--- config.mk ---
export PLATFORM = sky130hd
export DESIGN_NAME = pulse_monitor
export DESIGN_NICKNAME = d
export VERILOG_FILES = /design/src/rtl/pulse_monitor.sv
export SDC_FILE = /design/constraint.sdc
export NUM_CORES = 1
export LEC_CHECK = 0
export BUFFER_PORTS_ARGS = -buffer_cell sky130_fd_sc_hd__buf_2
export CAP_MARGIN = 20
export CORE_MARGIN = 2
export CORE_UTILIZATION = 55
export DETAILED_ROUTE_END_ITERATION = 7
export PLACE_DENSITY = 0.84
export SYNTH_ARGS = -nofsm -noshare
export SYNTH_HDL_FRONTEND = slang
export SYNTH_SLANG_ARGS = --single-unit
--- constraint.sdc ---
create_clock -name clk -period 2.1 [get_ports clk]
set_input_delay 0.21 -clock clk [delete_from_list [all_inputs] [get_ports clk]]
set_output_delay 0.21 -clock clk [all_outputs]
set_load 0.005 [all_outputs]
--- src/rtl/pulse_monitor.sv ---
// Pulse shape checker: measures high width and rise-to-rise period of a
// single-clock pulse and flags deviations. Optional watchdog: PULSE_MON_TIMEOUT_EN.
`timescale 1ns/1ps

// state | meaning
// IDLE  | no rise seen since reset/clear
// HIGH  | pulse in progress, counting high width
// LOW   | between pulses, counting period
module pulse_monitor #(
  parameter int CNT_W      = 8,
  parameter int EXP_HIGH   = 5,
  parameter int EXP_PERIOD = 40,
  parameter int TOL        = 0
) (
  input  logic             clk,
  input  logic             rst_n,
  input  logic             clear,
  input  logic             pulse_in,
  output logic             pulse_done,
  output logic [CNT_W-1:0] last_high,
  output logic [CNT_W-1:0] last_period,
  output logic             period_valid,
  output logic [15:0]      pulse_count,
  output logic             width_err,
  output logic             period_err,
  output logic             timeout_err
);

  typedef enum logic [1:0] {IDLE, HIGH, LOW} state_t;

  localparam logic [CNT_W-1:0] CNT_MAX = '1;
  localparam logic [CNT_W-1:0] CNT_ONE = {{(CNT_W-1){1'b0}}, 1'b1};
  localparam int unsigned TOL_U        = TOL;
  localparam int unsigned EXP_HIGH_U   = EXP_HIGH;
  localparam int unsigned EXP_PERIOD_U = EXP_PERIOD;

  state_t           state, state_nx;
  logic             pulse_d;
  logic             rise, fall;
  logic [CNT_W-1:0] high_cnt, high_nx;
  logic [CNT_W-1:0] per_cnt, per_nx;
  logic [CNT_W-1:0] last_high_nx, last_period_nx;
  logic             period_valid_nx, pulse_done_nx;
  logic [15:0]      pulse_count_nx;
  logic             width_err_nx, period_err_nx;

  function automatic logic [CNT_W-1:0] sat_inc(input logic [CNT_W-1:0] v);
    return (v == CNT_MAX) ? v : v + CNT_ONE;
  endfunction

  // Unsigned window test written so that neither side can wrap.
  function automatic logic off_nominal(input logic [CNT_W-1:0] val, input int unsigned expv);
    int unsigned v;
    v = {{(32-CNT_W){1'b0}}, val};
    return (v > expv + TOL_U) || (v + TOL_U < expv);
  endfunction

  assign rise = pulse_in & ~pulse_d;
  assign fall = ~pulse_in & pulse_d;

  always_comb begin
    state_nx        = state;
    high_nx         = high_cnt;
    per_nx          = per_cnt;
    last_high_nx    = last_high;
    last_period_nx  = last_period;
    period_valid_nx = period_valid;
    pulse_count_nx  = pulse_count;
    width_err_nx    = width_err;
    period_err_nx   = period_err;
    pulse_done_nx   = 1'b0;
    if (clear) begin
      state_nx        = IDLE;
      high_nx         = '0;
      per_nx          = '0;
      last_high_nx    = '0;
      last_period_nx  = '0;
      period_valid_nx = 1'b0;
      pulse_count_nx  = '0;
      width_err_nx    = 1'b0;
      period_err_nx   = 1'b0;
    end else begin
      case (state)
        IDLE: begin
          if (rise) begin
            state_nx = HIGH;
            high_nx  = CNT_ONE;
            per_nx   = CNT_ONE;
          end
        end
        HIGH: begin
          per_nx = sat_inc(per_cnt);
          if (pulse_in) high_nx = sat_inc(high_cnt);
          if (fall) begin
            last_high_nx   = high_cnt;
            pulse_count_nx = (pulse_count == 16'hFFFF) ? pulse_count : pulse_count + 16'd1;
            pulse_done_nx  = 1'b1;
            if (off_nominal(high_cnt, EXP_HIGH_U)) width_err_nx = 1'b1;
            state_nx = LOW;
          end
        end
        LOW: begin
          if (rise) begin
            last_period_nx  = per_cnt;
            period_valid_nx = 1'b1;
            if (off_nominal(per_cnt, EXP_PERIOD_U)) period_err_nx = 1'b1;
            per_nx   = CNT_ONE;
            high_nx  = CNT_ONE;
            state_nx = HIGH;
          end else begin
            per_nx = sat_inc(per_cnt);
          end
        end
        default: state_nx = IDLE;
      endcase
    end
  end

  always_ff @(posedge clk or negedge rst_n) begin
    if (!rst_n) begin
      state        <= IDLE;
      pulse_d      <= 1'b0;
      high_cnt     <= '0;
      per_cnt      <= '0;
      last_high    <= '0;
      last_period  <= '0;
      period_valid <= 1'b0;
      pulse_count  <= '0;
      width_err    <= 1'b0;
      period_err   <= 1'b0;
      pulse_done   <= 1'b0;
    end else begin
      state        <= state_nx;
      pulse_d      <= pulse_in;
      high_cnt     <= high_nx;
      per_cnt      <= per_nx;
      last_high    <= last_high_nx;
      last_period  <= last_period_nx;
      period_valid <= period_valid_nx;
      pulse_count  <= pulse_count_nx;
      width_err    <= width_err_nx;
      period_err   <= period_err_nx;
      pulse_done   <= pulse_done_nx;
    end
  end

`ifdef PULSE_MON_TIMEOUT_EN
  localparam int WD_LIM_I = 2 * EXP_PERIOD;
  localparam int WD_PRE_I = WD_LIM_I - 1;
  localparam logic [CNT_W:0] WD_LIMIT = WD_LIM_I[CNT_W:0];
  localparam logic [CNT_W:0] WD_PRE   = WD_PRE_I[CNT_W:0];
  localparam logic [CNT_W:0] WD_ONE   = {{CNT_W{1'b0}}, 1'b1};

  logic [CNT_W:0] wd_cnt, wd_nx;
  logic           timeout_q, timeout_nx;

  // Watchdog only advances while waiting for the next rise; it parks at the limit.
  always_comb begin
    wd_nx      = wd_cnt;
    timeout_nx = timeout_q;
    if (clear) begin
      wd_nx      = '0;
      timeout_nx = 1'b0;
    end else if (state == LOW) begin
      if (rise) begin
        wd_nx = '0;
      end else if (wd_cnt != WD_LIMIT) begin
        wd_nx = wd_cnt + WD_ONE;
        if (wd_cnt == WD_PRE) timeout_nx = 1'b1;
      end
    end
  end

  always_ff @(posedge clk or negedge rst_n) begin
    if (!rst_n) begin
      wd_cnt    <= '0;
      timeout_q <= 1'b0;
    end else begin
      wd_cnt    <= wd_nx;
      timeout_q <= timeout_nx;
    end
  end

  assign timeout_err = timeout_q;
`else
  assign timeout_err = 1'b0;
`endif

endmodule

==> results of run 1 <==
==> through the flow <==
stage / hold WS (ps) / std cells / total power [mW] / worst slack (ps)
after floorplan: -85.6 / 352 / 1.20 / 214
after global routing: 100 / 461 / 1.96 / 1.55
after CTS: 99.7 / 459 / 1.88 / 50.2
after detailed placement: 194 / 450 / 1.27 / 78.5
final: 106 / 461 / 1.88 / 107
after global placement: 189 / 450 / 1.27 / 165
==> cells in the final DEF (no fill, tap or decap), drive strengths merged, types with 3 or more instances in the layout <==
master | Yosys | layout
a211oi | 3 | 3
a21oi | 29 | 29
a311oi | 4 | 4
a31oi | 5 | 5
and2 | 3 | 3
and3 | 5 | 5
and4 | 3 | 3
buf | 13 | 56
clkbuf | 15 | 6
dfrtp | 55 | 55
ha | 10 | 10
inv | 12 | 12
mux2 | 9 | 9
mux2i | 4 | 4
nand2 | 32 | 32
nand3 | 14 | 14
nand3b | 3 | 3
nand4 | 10 | 10
nor2 | 36 | 36
nor2b | 9 | 9
nor3 | 7 | 7
nor4 | 5 | 5
nor4b | 3 | 3
o21ai | 11 | 11
o311ai | 5 | 5
o31ai | 4 | 4
o41ai | 3 | 3
or3 | 6 | 6
==> sequential cells by signal, indices dropped and copies added, names as in the netlist <==
register / flops
high_cnt: 8
last_high: 8
last_period: 8
per_cnt: 8
period_err: 1
period_valid: 1
pulse_count: 16
pulse_d: 1
pulse_done: 1
state: 2
width_err: 1
==> layer usage <==
metal	wire length [um]	GRT usage (%)
met3	302	4.00
met2	3770	41.7
met1	3370	32.1
met4	85	8.47
met5	0	0
==> worst max-delay path, stage by stage (launching register included) <==
cell and delay [ps]:
dfrtp_1 420, inv_1 100, ha_2 270, nand3b_2 100, a21o_1 290, nor4_1 340, mux2_1 360
==> cells in the mapped netlist, types with 4 or more instances <==
master and count:
mux2_1 8, nor3_1 6, mux2i_1 4, dfrtp_1 55, a31oi_1 5, o21ai_0 6
nor2_1 35, nor2b_1 9, o311ai_1 5, nand4_1 9, nand2_1 32, o21ai_1 5
a21oi_1 29, ha_1 10, and3_1 5, or3_1 6, buf_2 11, a311oi_1 4
nand3_1 14, clkbuf_1 14, o31ai_1 4, nor4_1 4, inv_1 12
==> worst max-delay path by stage <==
stage | from | end | slack [ps] | depth (start not counted)
6_report | state[1]$_DFFE_PN0P_ | pulse_count[13]$_DFFE_PN0P_ | 110 | 6
5_1_grt | state[0]$_DFFE_PN0P_ | per_cnt[5]$_DFFE_PN0P_ | 2 | 6
4_1_cts | state[1]$_DFFE_PN0P_ | pulse_count[13]$_DFFE_PN0P_ | 50 | 6
3_5_place_dp | state[1]$_DFFE_PN0P_ | pulse_count[13]$_DFFE_PN0P_ | 80 | 6
3_3_place_gp | state[1]$_DFFE_PN0P_ | pulse_count[5]$_DFFE_PN0P_ | 160 | 6
2_1_floorplan | state[1]$_DFFE_PN0P_ | pulse_count[5]$_DFFE_PN0P_ | 210 | 7
==> layout make-up <==
class                           instances  area, um2
Clock buffer                            6       82.6
Clock inverter                          2       16.3
Fill cell                             473       1950
Inverter                               12       45.0
Multi-Input combinational cell        257       1720
Sequential cell                        55       1380
Tap cell                               72       90.1
Timing Repair Buffer                   57        333
==> kinds of logic (layout without fill, tap and decap cells) <==
| kind of cell | count (synthesis) | in the layout | synth area share [%] |
|---|---|---|---|
| other cells | 1 | 1 | 0.116 |
| fa+ha+maj | 10 | 10 | 3.86 |
| compound gates | 89 | 89 | 19.6 |
| simple gates | 144 | 144 | 24.4 |
| mux | 13 | 13 | 4.36 |
| flops | 55 | 55 | 42.4 |
| buf+inv | 40 | 77 | 5.20 |
==> power by group <==
group / internal [mW] / total, mW / switching (mW)
Combinational: 0.0659 / 0.186 / 0.120
Sequential: 1.07 / 1.07 / 0.00815
Clock: 0.270 / 0.619 / 0.349
==> timing repair <==
| action | in CTS | in global routing |
|---|---|---|
| setup endpoints to repair | 0 | 12 |
| gates resized for setup | 0 | 4 |
| endpoints found under the hold margin | 19 | 0 |
| hold buffers | 1 | 0 |
| setup buffers | 0 | 2 |
==> metrics.cfg, run 1 <==
[floorplanning]
die-width_um=80.8
start_util_pct=57.9
dieArea_mm2=0.00653
io_pins=41
die_y_um=80.8
fp-row-count=27
core_area_mm2=0.00561

[cells_and_area]
fin_util_pct=65.2
layout-drive-gt1-share_pct=20.6
num_antenna_cells=0
syn_to_final_growth_pct=12.7
nNetsFinal=402
fin_area_mm2=0.00366

[status]
outcome=completed

[worst_setup_path]
critPathKind=flip-flop to flip-flop
r2r_end=pulse_count[13]$_DFFE_PN0P_
cp-start-kind=flip-flop
endpoint_kind=flip-flop
arrival_ps=2200
r2r_slack_ps=110
r2r_cells=6
cp_max_fo=9
required_ps=2310
r2r_start=state[1]$_DFFE_PN0P_

[route]
postRouteWirelength_mm=7.52
first_pass_iters=4
wl_per_cell_um=16.3
viasPerCell=6.23
antenna_left=0
initialDrtViolationCount=131
drc=0
vias=2873

[timing]
slew_violations=0
tns_ps=0
min_period_ps=1990
setup_viol=0
rsz0062_at_grt=false
clock_skew_ps=12.2
finalCritPeriodShare_pct=94.9
fmaxAchievable_mhz=502
hold_viol=0

[hold_path]
whs_path_depth=1
min_path_type=primary input to flip-flop
min_to=pulse_d$_DFF_PN0_
hp-start=pulse_in

[global_routing]
antenna_found_initial=0
grt_pass1_wl_mm=12.7
grt_max_degree=28
grt_overflow_total=0
grt.total_usage_pct=24.6
grt_pass1_vias=2794

[synthesis]
synth_area_leaders=dfrtp_1, a21oi_1, nor2_1
yosys_warnings=0
synth_top_area_share_pct=42.4
synth_top_area_cell=dfrtp_1
synth-seq-cells=55
synth.yosys.seq_area_share_pct=42.4
netlist_instances=352
synth_ff_type=dfrtp_1
synth_area_mm2=0.00325
async_flop_share_pct=100
synth-edff-count=0
syn_avg_cell_area_um2=9.22
syn-num-nets=366
yosysUniqueCellTypes=66

[placed_design]
dpl.hpwl_mm=5.43
portBuffers=39
gp_congestion=0.892
place_area_mm2=0.00352

[clocking]
cts.sinks=55
clkLatencyLatePin_ps=310
clock_path_buffers=2
clk_pin_slew_ps=100
cts_inserted_buffers=5
cts_tree=built
htreeDepth=2
cts_root_buf=clkbuf_8

[pwr]
ir_worst_vdd_v=0.000364
leakagePower_nw=1.72
power.density_mw_per_mm2=514

[job]
max_cap_violations=0

(Power assumes the default switching activity.)
==> run 2, diff against run 1 <==
REMOVE_ABC_BUFFERS = 1   (was not set)
==> run 2 against run 1 <==
- critical endpoint is now per_cnt[5]$_DFFE_PN0P_
- combinational power barely moved
- clock skew is 4.9 ps lower
- non-clock buffer count shrank 4
- critical path depth did not move
- routed wire length rose by 0.13%
- clock power grew 3.4%
- total power up 1.4%
- sequential share of layout area is 0.077 points lower
- count of clock-buffer cells in the layout up 2
- global-route usage rose by 0.32 points
- setup slack worse by 28 ps
- final cell count is 0.87% lower
==> metrics.cfg, run 2 (same netlist as run 1, synthesis figures left out) <==
[route]
postRouteWirelength_mm=7.53  ; +0.13%
first_pass_iters=5  ; +1
vias=2870  ; -0.10%
drc=0  ; unchanged
wl_per_cell_um=16.5  ; +1.0%
antenna_left=0  ; unchanged
initialDrtViolationCount=241  ; +84%
viasPerCell=6.28  ; +0.77%

[global_routing]
grt_overflow_total=0  ; unchanged
grt_max_degree=36  ; +29%
grt_pass1_vias=2785  ; -0.32%
grt_pass1_wl_mm=12.7  ; +0.38%
antenna_found_initial=0  ; unchanged
grt.total_usage_pct=24.9  ; +0.32 points

[clocking]
cts_inserted_buffers=5  ; unchanged
clkLatencyLatePin_ps=320  ; about the same
cts_root_buf=clkbuf_8
clock_path_buffers=2  ; unchanged
clk_pin_slew_ps=100  ; about the same
cts.sinks=55  ; unchanged
cts_tree=built
htreeDepth=2  ; unchanged

[timing]
hold_slack_ps=99.3  ; -6.54 ps
clock_skew_ps=7.26  ; -4.92 ps
setup_viol=0  ; unchanged
slew_violations=0  ; unchanged
tns_ps=0  ; unchanged
fmaxAchievable_mhz=495  ; -1.4%
hold_viol=0  ; unchanged
maxSlewHeadroom_pct=59.1
finalCritPeriodShare_pct=96.2  ; +1.3 points
tightestPinTransition_ps=614
min_period_ps=2020  ; +28.2 ps

[cells_and_area]
num_antenna_cells=0  ; unchanged
regMostFlops=pulse_count
fin_area_mm2=0.00367  ; +0.21%
layout_common_cells=dfrtp_1, buf_2, nor2_1
syn_to_final_growth_pct=13.0
layout-drive-gt1-share_pct=19.7  ; -0.83 points
fin_util_pct=65.4  ; +0.13 points
nNetsFinal=398  ; -1.0%
largest_reg_flops=16  ; unchanged
final_common_cell=dfrtp_1

[worst_setup_path]
cp_max_fo=8  ; -1
critPathKind=flip-flop to flip-flop
cp-start-kind=flip-flop
endpoint_kind=flip-flop
required_ps=2310  ; about the same
arrival_ps=2230  ; +30 ps

[floorplanning]
dieArea_mm2=0.00653  ; unchanged
core_area_mm2=0.00561  ; unchanged
die_y_um=80.8  ; unchanged
die-width_um=80.8  ; unchanged
io_pins=41  ; unchanged
start_util_pct=57.9  ; unchanged
fp-row-count=27  ; unchanged

[hold_path]
min_path_type=primary input to flip-flop

[pwr]
power_mw=1.91  ; +1.4%
ir_worst_vdd_v=0.000370  ; +1.5%
power.density_mw_per_mm2=520  ; +1.2%
leakagePower_nw=1.71  ; -0.36%

[job]
max_cap_violations=0  ; unchanged

[placed_design]
portBuffers=39  ; unchanged
gp_congestion=0.909  ; +1.9%
dpl.hpwl_mm=5.21  ; -4.1%
place_area_mm2=0.00352  ; about the same

[status]
outcome=completed

[run 2: changes by cell type in the layout (fill, tap and decap cells not counted), sizes merged]
cell      change
buf           -4
clkbuf        +2
clkinvlp      -1
clkinv        -1
[run 2: worst paths after layout]
kind,from,endpoint,slack [ps],cells after the start
min in group asynchronous,rst_n,last_high[6]$_DFFE_PN0P_,430,2
worst min-delay path,pulse_in,pulse_d$_DFF_PN0_,100,1
worst min register to register,width_err$_DFFE_PN0P_,width_err$_DFFE_PN0P_,510,2
worst max register to register,state[0]$_DFFE_PN0P_,per_cnt[5]$_DFFE_PN0P_,80,6
worst max-delay path,state[0]$_DFFE_PN0P_,per_cnt[5]$_DFFE_PN0P_,80,6
max in group asynchronous,rst_n,pulse_count[9]$_DFFE_PN0P_,1100,3
[run 2: worst max-delay path, cell delays in order (launching register included)]
cell and delay [ps]:
dfrtp_1 460, inv_1 130, ha_2 290, o21ba_2 220
a211oi_4 300, nor3_1 160, a311o_1 360
[run 2: timing repair]
item / 4_1_cts / 5_1_grt
gates resized for setup: 0 / 6
endpoints found under the hold margin: 25 / 0
hold buffers: 1 / 0
endpoints found under the setup margin: 0 / 15
buffers inserted: 0 / 1
[run 2: per-stage QoR]
step	std cells	setup WS [ps]
2_1_floorplan	324	69.3
3_3_place_gp	447	120
3_5_place_dp	447	47.1
4_1_cts	456	36.3
5_1_grt	457	-4.58
6_report	457	78.9
[run 2: where the power goes]
part	internal [mW]	switching (mW)	leakage (nW)	total (mW)
Combinational	0.0668	0.120	0.897	0.187
Sequential	1.07	0.0122	0.764	1.08
Clock	0.302	0.339	0.0515	0.640
[run 2: per-layer routing]
metal	up-vias	global-route usage (%)	routed length, um
li1	1354	-	-
met1	1389	32.4	3270
met2	111	41.2	3690
met3	16	5.44	476
met4	0	8.64	98
met5	-	0	0
[run 2: cell type report]
type,count,area (um2)
Fill cell,491,1940
Multi-Input combinational cell,257,1730
Sequential cell,55,1380
Timing Repair Buffer,53,328
Clock buffer,8,100
Tap cell,72,90.1
Inverter,12,45.0
==> run 3, diff against run 2 <==
--- a/config.mk
+++ b/config.mk
@@ -6,5 +6,5 @@
 export NUM_CORES = 1
 export LEC_CHECK = 0
-export BUFFER_PORTS_ARGS = -buffer_cell sky130_fd_sc_hd__buf_2
+export BUFFER_PORTS_ARGS = -buffer_cell sky130_fd_sc_hd__buf_4
 export CAP_MARGIN = 20
 export CORE_MARGIN = 2
@@ -13,4 +13,5 @@
 export PLACE_DENSITY = 0.84
 export REMOVE_ABC_BUFFERS = 1
+export SETUP_SLACK_MARGIN = 0.3
 export SYNTH_ARGS = -nofsm -noshare
 export SYNTH_HDL_FRONTEND = slang
==> constraint.sdc (replaced) <==
create_clock -name clk -period 2.1 [get_ports clk]
set_input_delay 0.105 -clock clk [delete_from_list [all_inputs] [get_ports clk]]
set_output_delay 0.105 -clock clk [all_outputs]
set_load 0.005 [all_outputs]
==> run 3 against run 2 <==
- combinational power is 29% higher
- setup slack better by 210 ps
- clock power is 5.9% lower
- sequential power hardly changed
- critical endpoint unchanged
- largest power group unchanged
==> metrics.cfg, run 3 (same netlist as run 1, synthesis figures left out) <==
[status]
outcome=completed

[global_routing]
grt_pass1_wl_mm=13.1  ; +3.2%
grt_pass1_vias=2850  ; +2.3%
grt_overflow_total=0  ; unchanged
grt.total_usage_pct=25.5  ; +0.61 points
antenna_found_initial=0  ; unchanged
grt_max_degree=56  ; +56%

[cells_and_area]
fill_cells=378  ; -23%
largest_reg_flops=16  ; unchanged
layout_common_cells=buf_4, dfrtp_1, nor2_1
final-seq-area_mm2=0.00138  ; +0.36%
regMostFlops=pulse_count
layout-drive-gt1-share_pct=31.4  ; +12 points
multi_input_area_mm2=0.00195  ; +13%
fin_area_mm2=0.00414  ; +13%
num_antenna_cells=0  ; unchanged
stdcell_count=476  ; +4.2%
syn_to_final_growth_pct=27.4
nNetsFinal=417  ; +4.8%
final_common_cell=buf_4

[worst_setup_path]
cp-start-kind=flip-flop
required_ps=2310  ; about the same
r2r_slack_ps=290  ; +210 ps
r2r_end=per_cnt[5]$_DFFE_PN0P_
cp_max_fo=8  ; unchanged
r2r_start=state[1]$_DFFE_PN0P_
critPathKind=flip-flop to flip-flop
r2r_cells=6  ; unchanged
endpoint_kind=flip-flop
arrival_ps=2020  ; -210 ps

[clocking]
clk_pin_slew_ps=110  ; about the same
cts_inserted_buffers=5  ; unchanged
clock_path_buffers=2  ; unchanged
cts_tree=built
cts.sinks=55  ; unchanged
clkLatencyLatePin_ps=320  ; about the same
cts_root_buf=clkbuf_8
htreeDepth=2  ; unchanged

[hold_path]
min_to=high_cnt[1]$_DFFE_PN0P_
whs_path_depth=2  ; +1
min_path_type=primary input to flip-flop
hp-start=clear

[floorplanning]
die-width_um=80.8  ; unchanged
die_y_um=80.8  ; unchanged
core_area_mm2=0.00561  ; unchanged
start_util_pct=57.9  ; unchanged
io_pins=41  ; unchanged
fp-row-count=27  ; unchanged
dieArea_mm2=0.00653  ; unchanged

[route]
first_pass_iters=5  ; unchanged
antenna_left=0  ; unchanged
postRouteWirelength_mm=8.89  ; +18%
initialDrtViolationCount=317  ; +32%
wl_per_cell_um=18.7  ; +13%
drc=0  ; unchanged
viasPerCell=6.49  ; +3.3%
vias=3088  ; +7.6%

[timing]
min_period_ps=1810  ; -214 ps
hold_viol=0  ; unchanged
setup_viol=0  ; unchanged
tns_ps=0  ; unchanged
fmaxAchievable_mhz=553  ; +12%
maxSlewHeadroom_pct=54.1  ; -5.0 points
finalCritPeriodShare_pct=86.0  ; -10 points
worst_slack_ps=293  ; +214 ps
tightestPinTransition_ps=689  ; +75.2 ps
rsz0062_at_grt=true
clock_skew_ps=13.0  ; +5.77 ps
slew_violations=0  ; unchanged

[pwr]
leakagePower_nw=1.81  ; +5.5%
power.density_mw_per_mm2=464  ; -11%
ir_worst_vdd_v=0.000286  ; -23%

[placed_design]
portBuffers=39  ; unchanged
dp_cells=445  ; -0.45%
place_ws_ps=55.8  ; +8.70 ps
place_area_mm2=0.00358  ; +1.6%
gp_congestion=0.871  ; -4.2%
dpl.hpwl_mm=5.06  ; -2.8%

[job]
max_cap_violations=0  ; unchanged

==> run 3: cell count changes in the layout (fill, tap and decap cells not counted), sizes merged <==
| cell | previous run | this run |
|---|---|---|
| buf | 52 | 70 |
| clkbuf | 8 | 5 |
| clkinvlp | 0 | 2 |
| clkinv | 0 | 1 |
| dlygate4sd3 | 1 | 2 |
==> run 3: critical path, stage by stage (launching register included) <==
cell,delay (ps)
dfrtp_1,400
buf_4,150
ha_4,190
o21ba_2,250
a211oi_4,240
nor3_2,110
a311o_1,360
==> run 3: timing repair <==
action | CTS | global route
buffers inserted | 8 | 13
setup endpoints to repair | 27 | 30
endpoints found under the hold margin | 56 | 0
gates resized for setup | 21 | 36
pin swaps | 6 | 14
hold buffers | 2 | 0
==> run 3: power by group <==
part / internal (mW) / total (mW) / leakage, nW / switching, mW
combinational: 0.0914 / 0.241 / 1.01 / 0.150
sequential: 1.07 / 1.08 / 0.757 / 0.0102
clock: 0.233 / 0.602 / 0.0402 / 0.369
total: 1.39 / 1.92 / 1.81 / 0.529
==> run 3: final cells by class <==
type | count | area share [%]
clock buffers | 5 | 1.66
inverters | 12 | 1.09
multi-input cells | 257 | 47.2
well taps | 72 | 2.18
flip-flops and latches | 55 | 33.4
repair buffers | 72 | 13.9
clock inverters | 3 | 0.484
==> run 3: metrics by stage <==
step / hold slack [ps] / utilization (%) / power, mW
floorplan: -191 / - / 1.18
global placement: 192 / 63.8 / 1.26
detailed placement: 198 / 63.8 / 1.27
CTS: 183 / 68.5 / 1.89
global route: 197 / 73.8 / 1.98
finish: 192 / 73.8 / 1.92
==> run 3: worst max path at each step <==
stage	start	end	cells after the start
floorplan	state[1]$_DFFE_PN0P_	pulse_count[5]$_DFFE_PN0P_	6
global placement	state[1]$_DFFE_PN0P_	pulse_count[5]$_DFFE_PN0P_	6
detailed placement	state[1]$_DFFE_PN0P_	pulse_count[11]$_DFFE_PN0P_	6
CTS	state[1]$_DFFE_PN0P_	pulse_count[8]$_DFFE_PN0P_	6
global route	state[0]$_DFFE_PN0P_	pulse_count[8]$_DFFE_PN0P_	6
finish	state[1]$_DFFE_PN0P_	per_cnt[5]$_DFFE_PN0P_	6
==> run 3: layer usage <==
| layer | vias to the layer above | track usage (%) | wire length (um) |
|---|---|---|---|
| li1 | 1391 | - | - |
| met1 | 1510 | 33.6 | 3670 |
| met2 | 161 | 41.7 | 4390 |
| met3 | 26 | 3.44 | 600 |
| met4 | 0 | 12.2 | 232 |
| met5 | - | 0 | 0 |
